--- config.mk ---
export PLATFORM = sky130hd
export DESIGN_NAME = rx_engine
export DESIGN_NICKNAME = d
export VERILOG_FILES = /design/src/rtl/rx_engine.sv
export SDC_FILE = /design/constraint.sdc
export NUM_CORES = 1
export LEC_CHECK = 0
export BUFFER_PORTS_ARGS = -buffer_cell sky130_fd_sc_hd__buf_2
export CAP_MARGIN = 20
export CORE_MARGIN = 2
export CORE_UTILIZATION = 54
export DETAILED_ROUTE_END_ITERATION = 6
export PLACE_DENSITY = 0.76
export REMOVE_ABC_BUFFERS = 1
export SLEW_MARGIN = 25
export SYNTH_ARGS = -nofsm -noshare
export SYNTH_HDL_FRONTEND = slang
export SYNTH_SLANG_ARGS = --single-unit
--- constraint.sdc ---
create_clock -name clk -period 2.4 [get_ports clk]
set_clock_uncertainty 0.05 [all_clocks]
set_input_delay 0.72 -clock clk [delete_from_list [all_inputs] [get_ports clk]]
set_output_delay 0.72 -clock clk [all_outputs]
set_load 0.05 [all_outputs]
--- src/rtl/rx_engine.sv ---
// rx_engine: asynchronous serial receiver (7/8 data bits, optional parity, one stop bit).
// Define RX_SYNC_EN to pass rx through a two-flop synchronizer (adds 2 clocks to every sample).
module rx_engine (
  input  logic        clk,
  input  logic        reset,
  input  logic        rx,
  input  logic [18:0] baud_k,
  input  logic        bit_8,
  input  logic        parity_en,
  input  logic        odd_n_even,
  input  logic        read,
  output logic [7:0]  rx_data,
  output logic        rxrdy,
  output logic        perr,
  output logic        ferr,
  output logic        ovf
);

  typedef enum logic [1:0] {IDLE, START, DATA, STOP} state_t;

  state_t      state_q;
  logic [18:0] cnt_q;
  logic [18:0] bit_time_q;
  logic [3:0]  bit_idx_q;
  logic [7:0]  shift_q;
  logic        bit8_q, par_en_q, odd_q, par_bit_q;
  logic        armed_q;
  logic [7:0]  rx_data_q;
  logic        rxrdy_q, perr_q, ferr_q, ovf_q;

  logic        rx_s;
  logic [18:0] eff_bit;
  logic [3:0]  nbits;
  logic [3:0]  last_idx;
  logic        tick;

`ifdef RX_SYNC_EN
  logic [1:0] sync_q;
  // Synchronizer resets to the idle level so reset never looks like a start bit.
  always_ff @(posedge clk or posedge reset) begin
    if (reset) sync_q <= 2'b11;
    else       sync_q <= {sync_q[0], rx};
  end
  assign rx_s = sync_q[1];
`else
  assign rx_s = rx;
`endif

  assign eff_bit  = (baud_k < 19'd2) ? 19'd2 : baud_k;
  assign nbits    = 4'd7 + {3'b000, bit8_q};
  assign last_idx = 4'd6 + {3'b000, bit8_q} + {3'b000, par_en_q};
  assign tick     = (cnt_q == 19'd0);

  // NOTE: every register here is assigned with <= so all updates see pre-edge values.
  always_ff @(posedge clk or posedge reset) begin
    if (reset) begin
      // NOTE: datapath registers are reset too, since rx_data is architecturally visible.
      state_q    <= IDLE;
      cnt_q      <= '0;
      bit_time_q <= '0;
      bit_idx_q  <= '0;
      shift_q    <= '0;
      bit8_q     <= 1'b0;
      par_en_q   <= 1'b0;
      odd_q      <= 1'b0;
      par_bit_q  <= 1'b0;
      armed_q    <= 1'b0;
      rx_data_q  <= '0;
      rxrdy_q    <= 1'b0;
      perr_q     <= 1'b0;
      ferr_q     <= 1'b0;
      ovf_q      <= 1'b0;
    end else begin
      if (read) begin
        rxrdy_q <= 1'b0;
        perr_q  <= 1'b0;
        ferr_q  <= 1'b0;
        ovf_q   <= 1'b0;
      end

      case (state_q)
        IDLE: begin
          if (rx_s) begin
            armed_q <= 1'b1;
          end else if (armed_q) begin
            state_q    <= START;
            cnt_q      <= (eff_bit >> 1) - 19'd1;
            bit_time_q <= eff_bit;
            bit8_q     <= bit_8;
            par_en_q   <= parity_en;
            odd_q      <= odd_n_even;
          end
        end

        START: begin
          if (!tick) begin
            cnt_q <= cnt_q - 19'd1;
          end else if (rx_s) begin
            state_q <= IDLE;
          end else begin
            state_q   <= DATA;
            cnt_q     <= bit_time_q - 19'd1;
            bit_idx_q <= '0;
            shift_q   <= '0;
          end
        end

        DATA: begin
          if (!tick) begin
            cnt_q <= cnt_q - 19'd1;
          end else begin
            if (bit_idx_q < nbits) shift_q[bit_idx_q[2:0]] <= rx_s;
            else                   par_bit_q <= rx_s;
            if (bit_idx_q == last_idx) state_q <= STOP;
            bit_idx_q <= bit_idx_q + 4'd1;
            cnt_q     <= bit_time_q - 19'd1;
          end
        end

        STOP: begin
          if (!tick) begin
            cnt_q <= cnt_q - 19'd1;
          end else begin
            // Loading the frame overrides a coincident read.
            rx_data_q <= shift_q;
            rxrdy_q   <= 1'b1;
            perr_q    <= par_en_q & (par_bit_q != (^shift_q ^ odd_q));
            ferr_q    <= ~rx_s;
            ovf_q     <= rxrdy_q & ~read;
            state_q   <= IDLE;
          end
        end

        default: state_q <= IDLE;
      endcase
    end
  end

  assign rx_data = rx_data_q;
  assign rxrdy   = rxrdy_q;
  assign perr    = perr_q;
  assign ferr    = ferr_q;
  assign ovf     = ovf_q;

endmodule

==> summary.md, run 1 <==
| Metric | Value |
|---|---|
| Status | `finished with violations` |
| Violated checks | `negative setup slack` |
| CP arrival | `2.82 ns` |
| Launch instance of the worst register-to-register path | `cnt_q[1]$_DFFE_PP0P_` |
| Count of input and output buffers | `37` |
| Die area | `9390 um^2` |
| H-tree depth | `3` |
| Number of global-route vias before repair | `4701` |
| Mapped Cells | `520` |
| Nets | `681` |
| Aggregate global-route resource usage | `0.304` |
| Final hold violation count | `0` |
| Delay-heaviest family, CP | `simple AND/OR/NAND/NOR gates` |
| Most used cell, CP | `buf_6` |
| Met3 routing resource usage after global routing | `0.0607` |
| Clock insertion delay at the later pin of the skew report | `0.36 ns` |
| DR vias | `4841` |
| Wire length reported by the detailed router | `14800 um` |
| Critical path class | `in -> reg` |
| Grt peak-use layer | `met2` |
| Final RePlAce weighted congestion | `0.905` |
| Max Cap Violations | `0` |
| Routed length per instance | `19.7 um` |
| Number of enable flip-flop cells after synthesis | `0` |
| Worst-case headroom to the max-slew limit | `0.546` |
| Diodes inserted | `0` |
| Final setup margin | `-0.181 ns` |
| Share of the cycle needed by the critical path after routing | `1.08` |
| CTS tree | `done` |
| Library cell contributing the largest single delay on the critical path | `nor4_4` |
| List of cells traversed by the critical path | `buf_6 -> nor4_4 -> nand4_1 -> nor3_2 -> nor2_2 -> ha_2 -> buf_6 -> or3b_4 -> or2_4 -> nor2_4 -> xnor2_2 -> a22o_1 -> o21ai_1` |
| Number of library cell types mapped by synthesis | `71` |
| Flip-flop cell with the highest count after synthesis | `dfrtp_1` |
| Proportion of power drawn by flip-flops and latches | `0.279` |
| Number of synthesis warnings | `0` |
| Capturing point of the worst reg2reg path | `cnt_q[13]$_DFFE_PP0P_` |
| Post-route antenna net violation count | `0` |
| I/O pin count | `38` |
| Netlist area before placement | `4660 um^2` |
| Maximum clock frequency | `387 MHz` |
| Crit path capture type | `register` |
| Vias per std cell | `6.43` |
| Summed negative setup slack over all endpoints | `-1.58 ns` |
| Fraction of the yosys area taken by sequential cells | `0.370` |
| Post-synth ARST share | `1.00` |
| Initial DRC Count | `514` |
| Proportion of total power due to net switching | `0.431` |
| Chip Width | `96.9 um` |
| Clock sink count | `69` |
| Placement row count | `33` |
| Initial antenna violation count | `0` |
| Final Max Slew Viols | `0` |
| Actual slew at the worst max-slew pin | `0.682 ns` |
| Setup slack of the most critical reg-to-reg path | `-0.12 ns` |
| Power, Total | `0.00698 W` |
| Clock group share of total power | `0.157` |
| Cell-internal power | `0.00397 W` |
| Number of cells on the worst reg-to-reg path | `10` |
| Pre-antenna DRT Iters | `5` |
| Fin Hold WS | `0.364 ns` |
| Largest net degree at the start of global routing | `70` |
| Library cell with the largest summed area after synthesis | `dfrtp_1` |
| Sum of buffers and inverters on the critical path | `2` |
| Routing usage on met2 | `0.513` |
| GR met1 Demand/Resource | `0.366` |
| Largest stage delay, worst path | `0.32 ns` |
| Clock buffer count from CTS | `9` |
| Biggest fanout along the worst timing path | `3` |
| Power Density | `1100 nW/um^2` |
| Cell Count, Final, Fillers Out | `753` |
| RSZ-0062 raised after global routing | `true` |
| Detail Placement HPWL | `9710 um` |
| Fillers | `562` |
| Synth area leaders | `dfrtp_1, nand2_1, mux2_2, xnor2_1, ha_1` |
| Mean cell area of the mapped netlist | `8.97 um^2` |
| Final critical path time including I/O delays and setup | `2.58 ns` |
| Initial standard-cell utilization of the core | `0.562` |
| Worst supply voltage drop on vdd | `0.000644 V` |
| Comb power frac | `0.563` |
| Setup violations, final | `23` |
| Grt ovf | `0` |
| Core area | `8300 um^2` |
| Placed insts | `721` |
| CTS clk-pin slew, worst paths | `0.08 ns` |
| Vertical extent of the die | `96.9 um` |
| Area growth from synthesis to final layout | `36.2%` |
| Synthesis-stage register bit count | `69` |
| Share of cells above drive strength 1 | `0.389` |
| Wire length of the first global-routing pass | `23100 um` |
| Sw Pwr | `0.00300 W` |
| Standby leakage power | `2.68 nW` |
| Category of the worst setup path launch point | `input port` |
| Yosys top cell area share | `0.370` |
| Required time of the critical path | `2.64 ns` |
| Cell at the root of the clock tree | `clkbuf_8` |
| Maximum number of buffers from clock root to sink | `2` |
| Hold/Removal Path Class | `in -> async` |
| Remaining design rule violation count | `0` |
worst max path at each step:
stage / start / to / slack, ns / cells after the start
finish: baud_k[7] / cnt_q[6]$_DFFE_PP0P_ / -0.18 / 13
global route: cnt_q[1]$_DFFE_PP0P_ / cnt_q[12]$_DFFE_PP0P_ / -0.24 / 8
CTS: baud_k[6] / cnt_q[6]$_DFFE_PP0P_ / -0.14 / 13
detailed placement: baud_k[1] / cnt_q[16]$_DFFE_PP0P_ / -0.73 / 13
global placement: baud_k[1] / cnt_q[16]$_DFFE_PP0P_ / -0.68 / 13
floorplan: baud_k[13] / cnt_q[16]$_DFFE_PP0P_ / -0.49 / 11
layout make-up:
class	instances	area [um^2]	share of cell area
clock inverter	7	98.8	0.0156
clock buffer	9	124	0.0195
sequential	69	1730	0.272
inverter	20	75.1	0.0118
tap	105	131	0.0207
timing repair buffer	137	1100	0.173
multi-input combinational	406	3100	0.487
per-layer routing:
layer / wire, um / up-vias
met5: 0 / -
met4: 785 / 0
met3: 1230 / 92
met2: 7380 / 284
met1: 5440 / 2320
li1: - / 2145
Yosys cell counts (10+ instances only):
library cell,n
inv_1,20
nor3_1,24
o21ai_1,13
dfrtp_1,69
nor2_1,27
xnor2_1,27
o21ai_0,28
nand3_1,19
xor2_1,14
ha_1,12
nand2_1,67
a31oi_1,10
a21oi_1,12
mux2_2,21
clkbuf_1,16
sequential cells by signal, summed over array words and instances, names as in the netlist, named ones only:
name / flops
ovf: 1
bit8_q: 1
shift_q: 8
bit_idx_q: 4
rx_data: 8
ferr: 1
par_en_q: 1
rxrdy: 1
perr: 1
odd_q: 1
bit_time_q: 19
state_q: 1
cnt_q: 19
par_bit_q: 1
armed_q: 1
cells in the final DEF (no fill, tap or decap), drive strengths merged, types with 13 or more instances in the layout:
cell and instances:
dfrtp 69, nand3 20, o21ai 41, inv 21
nand2 68, xnor2 27, nor3 24, nor2 27
a21oi 13, mux2 21, xor2 14, buf 137
logic make-up (layout without fill, tap and decap cells):
group	count (synthesis)	after routing	share of synthesized area
AND/OR/NAND/NOR	200	201	0.224
AO/OA/AOI/OAI	127	127	0.189
multiplexers	25	25	0.0593
adder cells (fa/ha/maj)	12	12	0.0322
flip-flops	69	69	0.370
buffers and inverters	46	173	0.0478
XOR/XNOR	41	41	0.0770
through the flow:
step,instance area (um^2),setup slack (ns),util
6_report,6350,-0.181,0.765
5_1_grt,6350,-0.242,0.765
4_1_cts,6080,-0.138,0.733
3_5_place_dp,5500,-0.727,0.662
3_3_place_gp,5500,-0.678,0.662
2_1_floorplan,4520,-0.492,-
power groups by stage:
stage | logic (W) | registers, W | clock network [W]
after CTS | 0.00353 | 0.00193 | 0.00110
after global placement | 0.00316 | 0.00193 | 0
final | 0.00393 | 0.00195 | 0.00110
after detailed placement | 0.00327 | 0.00195 | 0
after floorplan | 0.00209 | 0.00189 | 0
after global routing | 0.00422 | 0.00201 | 0.00116
tightest hold or removal path, stage by stage:
cell    delay (ns)
buf_2         0.10
inv_2         0.06
buf_12        0.31
repair_timing:
| action | in CTS | in global routing |
|---|---|---|
| hold buffers | 0 | 0 |
| cloned | 1 | 1 |
| buffers inserted | 12 | 4 |
| resized for setup | 62 | 48 |
| endpoints found under the setup margin | 44 | 44 |
| pin swaps | 33 | 38 |
Power figures use the tool's default switching activity.
==> inputs of run 2 (changes only) <==
- ABC_AREA: unset -> 1
==> summary.md, run 2 <==
| Metric | Value |
|---|---|
| Status | `finished, final reports clean` |
| Power, Total | `0.00618 W` |
| Die area | `10200 um^2` |
| Required time of the critical path | `2.64 ns` |
| Number of global-route vias before repair | `5064` |
| Biggest registers after layout | `bit_time_q: 19 flops, cnt_q: 19 flops` |
| Worst-case headroom to the max-slew limit | `0.663` |
| Summed negative setup slack over all endpoints | `0 ns` |
| Setup slack of the most critical reg-to-reg path | `0.18 ns` |
| Share of cells above drive strength 1 | `0.158` |
| Standby leakage power | `3.06 nW` |
| H-tree depth | `3` |
| Number of library cell types mapped by synthesis | `35` |
| Synthesis-stage register bit count | `69` |
| DR vias | `5238` |
| Initial antenna violation count | `0` |
| Post-route antenna net violation count | `0` |
| Sum of buffers and inverters on the critical path | `3` |
| Wire length reported by the detailed router | `14100 um` |
| Placement row count | `35` |
| Fraction of the yosys area taken by sequential cells | `0.341` |
| CTS clk-pin slew, worst paths | `0.09 ns` |
| Flip-flop cell with the highest count after synthesis | `dfrtp_1` |
| Actual slew at the worst max-slew pin | `0.505 ns` |
| Vertical extent of the die | `101 um` |
| Largest net degree at the start of global routing | `35` |
| Clock sink count | `69` |
| List of cells traversed by the critical path | `inv_1 -> ha_1 -> inv_1 -> nor2_2 -> nand2_2 -> nor2_4 -> nand3_4 -> inv_2 -> nand3_4 -> nor3_4 -> nand2_1 -> nand2_1` |
| Power Density | `1060 nW/um^2` |
| Final critical path time including I/O delays and setup | `2.22 ns` |
| Clock insertion delay at the later pin of the skew report | `0.36 ns` |
| Nets | `869` |
| RSZ-0062 raised after global routing | `false` |
| Launch instance of the worst register-to-register path | `cnt_q[0]$_DFFE_PP0P_` |
| Worst supply voltage drop on vdd | `0.000652 V` |
| Maximum clock frequency | `451 MHz` |
| Remaining design rule violation count | `0` |
| Initial DRC Count | `374` |
| Final Max Slew Viols | `0` |
| Largest stage delay, worst path | `0.38 ns` |
| Detail Placement HPWL | `10900 um` |
| CTS tree | `done` |
| Maximum number of buffers from clock root to sink | `2` |
| Most common library cell in the layout ignoring fill and taps | `nand2_1` |
| Vias per std cell | `5.53` |
| Logic depth of the worst path, buffers included | `12` |
| Library cell with the largest summed area after synthesis | `dfrtp_1` |
| Wire length of the first global-routing pass | `23700 um` |
| Clock buffer count from CTS | `9` |
| Netlist area before placement | `5060 um^2` |
| Count of input and output buffers | `37` |
| Cell at the root of the clock tree | `clkbuf_8` |
| Area growth from synthesis to final layout | `15.7%` |
| Share of the cycle needed by the critical path after routing | `0.924` |
| Capturing point of the worst reg2reg path | `shift_q[4]$_DFFE_PP0P_` |
| Final RePlAce weighted congestion | `0.936` |
| Biggest fanout along the worst timing path | `9` |
| Number of cells on the worst reg-to-reg path | `12` |
| Buffers inserted during post-CTS setup optimization | `0` |
| Aggregate global-route resource usage | `0.298` |
| Final hold violation count | `0` |
| Critical path class | `reg -> reg` |
| Category of the worst setup path launch point | `register` |
| Number of enable flip-flop cells after synthesis | `0` |
| Post-synth ARST share | `1.00` |
| Synth area leaders | `dfrtp_1, nand2_1, nor2_1, nand3_1, o21ai_0` |
| Library cell contributing the largest single delay on the critical path | `dfrtp_1` |
| Core area | `9150 um^2` |
| Routed length per instance | `14.9 um` |
| Top-count cell post-synth | `nand2_1` |
| Mapped Cells | `763` |
| Fillers | `822` |
| Number of synthesis warnings | `0` |
| Setup violations, final | `0` |
| Initial standard-cell utilization of the core | `0.553` |
| Crit path capture type | `register` |
| I/O pin count | `38` |
| Pre-antenna DRT Iters | `5` |
| Most frequent cells after synthesis | `nand2_1, nor2_1, inv_1` |
| CP arrival | `2.45 ns` |
| Mean cell area of the mapped netlist | `6.63 um^2` |
| Chip Width | `101 um` |
| Diodes inserted | `0` |
| Hold/Removal Path Class | `in -> async` |
| Delay-heaviest family, CP | `simple AND/OR/NAND/NOR gates` |
| Max Cap Violations | `0` |
| Commonest cells after routing, fill and taps aside | `nand2_1, nor2_1, inv_1` |
| Yosys top cell area share | `0.341` |
| Hold buffer count at cts | `0` |
| Grt ovf | `0` |
## run 2: cell count changes after synthesis, sizes merged, moves of 7 or more
cell,previous run,this run
nor4,12,1
or3,7,0
nand3,20,66
a31oi,11,1
nand2,68,248
mux2,21,8
o21ai,41,67
clkbuf,19,10
nor2,27,103
xnor2,27,8
inv,20,81
nor3,24,11
o21a,9,0
## run 2: worst reg2reg max path, cell delays in order (launching register included)
cell     delay [ns]
dfrtp_1        0.38
inv_1          0.13
ha_1           0.22
inv_1          0.11
nor2_2         0.18
nand2_2        0.11
nor2_4         0.11
nand3_4        0.11
inv_2          0.14
nand3_4        0.14
nor3_4         0.32
nand2_1        0.10
nand2_1        0.07
## run 2: layer usage
metal	share of wire	vias to the layer above	global-route usage
met2	0.49	195	0.517
met3	0.061	47	0.0492
li1	-	2568	-
met5	0	-	0
met4	0.041	0	0.139
met1	0.41	2428	0.359
## run 2: worst max path at each step
stage / to / slack, ns / from
6_report: shift_q[4]$_DFFE_PP0P_ / 0.18 / cnt_q[0]$_DFFE_PP0P_
5_1_grt: cnt_q[14]$_DFFE_PP0P_ / 0.002 / baud_k[8]
4_1_cts: cnt_q[16]$_DFFE_PP0P_ / 0.20 / baud_k[8]
3_5_place_dp: cnt_q[16]$_DFFE_PP0P_ / -0.15 / baud_k[8]
3_3_place_gp: cnt_q[16]$_DFFE_PP0P_ / -0.10 / baud_k[15]
2_1_floorplan: bit_time_q[2]$_DFFE_PP0P_ / -1.23 / state_q[0]$_DFFE_PP0P_
## run 2: cell type report
class / instances / area [um^2] / share of cell area
Clock buffer: 9 / 124 / 0.0211
Sequential cell: 69 / 1730 / 0.295
Timing Repair Buffer: 77 / 498 / 0.0850
Tap cell: 111 / 139 / 0.0237
Inverter: 81 / 304 / 0.0519
Multi-Input combinational cell: 593 / 2940 / 0.502
Clock inverter: 7 / 123 / 0.0209
## run 2: power breakdown
group | switching, W | internal [W] | leakage [nW] | total, W
Clock | 0.000510 | 0.000696 | 0.116 | 0.00121
Combinational | 0.00200 | 0.00104 | 2.06 | 0.00305
Sequential | 0.000403 | 0.00153 | 0.886 | 0.00193
Total | 0.00292 | 0.00326 | 3.06 | 0.00618
## run 2: cell families (layout without fill, tap and decap cells)
kind of cell	Yosys count	in the layout	synth area share
flip-flops	69	69	0.341
multiplexers	8	8	0.0208
AND/OR/NAND/NOR	450	450	0.380
XOR/XNOR	28	28	0.0485
buffers and inverters	101	174	0.0794
AO/OA/AOI/OAI	95	95	0.100
adder cells (fa/ha/maj)	12	12	0.0297
## run 2: metrics by stage
stage,worst slack (ns),utilization,instances,area [um^2],hold slack (ns)
after floorplan,-1.23,-,743,4960,0.391
final,0.182,0.640,947,5860,0.314
after CTS,0.202,0.639,947,5850,0.331
after detailed placement,-0.148,0.612,931,5610,0.427
after global routing,0.00206,0.640,947,5860,0.339
after global placement,-0.104,0.612,931,5610,0.422
## run 2: timing repair
item                                    4_1_cts  5_1_grt
endpoints found under the hold margin         0        0
resized for setup                             0        2
endpoints found under the setup margin        0        3
==> inputs of run 3 (changes only) <==
- CTS_BUF_LIST: unset -> sky130_fd_sc_hd__clkbuf_4 sky130_fd_sc_hd__clkbuf_8 sky130_fd_sc_hd__clkbuf_16
- clock period: 2.4 -> 1.95 ns (I/O delays scaled with it)
==> summary.md, run 3 (synthesis gave the netlist of run 2 again) <==
| Metric | Value |
|---|---|
| Critical path class | `reg -> reg` |
| Share of the cycle needed by the critical path after routing | `0.997` |
| Setup violations, final | `0` |
| CP arrival | `2.13 ns` |
| Hold/Removal Path Class | `in -> async` |
| Final critical path time including I/O delays and setup | `1.94 ns` |
| Worst supply voltage drop on vdd | `0.000819 V` |
| Nets | `935` |
| Most common library cell in the layout ignoring fill and taps | `nand2_1` |
| Routed length per instance | `15.7 um` |
| Area growth from synthesis to final layout | `31.9%` |
| Biggest fanout along the worst timing path | `6` |
| Number of global-route vias before repair | `5319` |
| Chip Width | `101 um` |
| Worst-case headroom to the max-slew limit | `0.744` |
| H-tree depth | `3` |
| Die area | `10200 um^2` |
| Max Cap Violations | `0` |
| Core area | `9150 um^2` |
| Placement row count | `35` |
| Standby leakage power | `3.45 nW` |
| Grt ovf | `0` |
| Clock insertion delay at the later pin of the skew report | `0.35 ns` |
| Top metal layer carrying routed signals | `met4` |
| Cell at the root of the clock tree | `clkbuf_8` |
| Wire length reported by the detailed router | `15900 um` |
| WL met1 | `6440 um` |
| Initial DRC Count | `322` |
| Vertical extent of the die | `101 um` |
| Power Density | `1300 nW/um^2` |
| Clock sink count | `69` |
| Maximum clock frequency | `514 MHz` |
| Actual slew at the worst max-slew pin | `0.382 ns` |
| Initial standard-cell utilization of the core | `0.553` |
| CTS clk-pin slew, worst paths | `0.09 ns` |
| RSZ-0062 raised after global routing | `true` |
| Pre-antenna DRT Iters | `7` |
| Crit path capture type | `register` |
| Initial antenna violation count | `0` |
| Clock buffer count from CTS | `9` |
| DR vias | `5591` |
| Met3 routed WL | `859 um` |
| Aggregate global-route resource usage | `0.317` |
| Met2 Routed Length | `8040 um` |
| Final standard cell utilization of the core | `0.730` |
| Required time of the critical path | `2.14 ns` |
| CTS tree | `done` |
| Biggest registers after layout | `bit_time_q: 19 flops, cnt_q: 19 flops` |
| Share of cells above drive strength 1 | `0.283` |
| Diodes inserted | `0` |
| Final setup margin | `0.00601 ns` |
| Wire length of the first global-routing pass | `25100 um` |
| Setup slack of the most critical reg-to-reg path | `0.006 ns` |
| Maximum number of buffers from clock root to sink | `2` |
| Fin Hold WS | `0.254 ns` |
| Count of input and output buffers | `37` |
| Status | `finished, final reports clean` |
| Category of the worst setup path launch point | `register` |
| I/O pin count | `38` |
| Vias per std cell | `5.52` |
| Largest net degree at the start of global routing | `70` |
| Pre-CTS setup slack | `-0.500 ns` |
| Remaining design rule violation count | `0` |
| Final Max Slew Viols | `0` |
| Final RePlAce weighted congestion | `0.956` |
| Post-route antenna net violation count | `0` |
| Final hold violation count | `0` |
| Commonest cells after routing, fill and taps aside | `nand2_1, buf_4, nor2_1` |
| Detail Placement HPWL | `11600 um` |
-- run 3: timing repair --
item | in CTS | in global routing
setup buffers | 2 | 11
gates cloned | 0 | 4
pin swaps | 7 | 22
resized for setup | 19 | 86
setup endpoints to repair | 42 | 52
hold buffers | 0 | 0
-- run 3: cell type report --
| type | count | area [um^2] |
|---|---|---|
| sequential | 69 | 1730 |
| tap | 111 | 139 |
| multi-input combinational | 593 | 3180 |
| clock buffer | 9 | 124 |
| clock inverter | 7 | 121 |
| timing repair inverter | 2 | 11.3 |
| inverter | 81 | 312 |
| fill | 747 | 2470 |
| timing repair buffer | 141 | 1060 |
-- run 3: where the power goes --
group,switching (W),internal (W)
clock,0.000610,0.000857
combinational,0.00302,0.00187
sequential,0.000414,0.00188
total,0.00404,0.00461
-- run 3: critical path, stage by stage, from the launching register on --
cell and delay [ns]:
dfrtp_1 0.42, nor2_2 0.16, nand2_2 0.09, nor2_4 0.15, nand2_2 0.09, nor2_4 0.10, nand3_4 0.12, o21ai_4 0.18
buf_12 0.15, clkinv_2 0.11, nor2_1 0.16, a21oi_2 0.04
-- run 3: worst paths after layout --
path | from | endpoint | cells past startpoint
setup / recovery | cnt_q[2]$_DFFE_PP0P_ | cnt_q[12]$_DFFE_PP0P_ | 11
hold / removal | reset | ovf$_DFF_PP0_ | 3
setup reg to reg | cnt_q[2]$_DFFE_PP0P_ | cnt_q[12]$_DFFE_PP0P_ | 11
hold reg to reg | bit_time_q[18]$_DFFE_PP0P_ | bit_time_q[18]$_DFFE_PP0P_ | 2
max in group asynchronous | reset | bit_time_q[10]$_DFFE_PP0P_ | 3
min in group clk | odd_n_even | odd_q$_DFFE_PP0P_ | 3
-- run 3: per-layer routing --
metal	GRT usage	vias up
met5	0	-
met4	0.125	0
met3	0.0402	53
met2	0.576	226
met1	0.377	2603
li1	-	2709
-- run 3: per-stage QoR --
step / instance area, um^2 / power (W) / TNS [ns] / cells
floorplan: 4960 / 0.00495 / -66.03 / 743
global placement: 6000 / 0.00636 / -4.33 / 980
detailed placement: 6000 / 0.00649 / -6.02 / 980
CTS: 6310 / 0.00804 / -0.00643 / 998
global route: 6680 / 0.00930 / -1.39 / 1013
finish: 6680 / 0.00865 / 0 / 1013
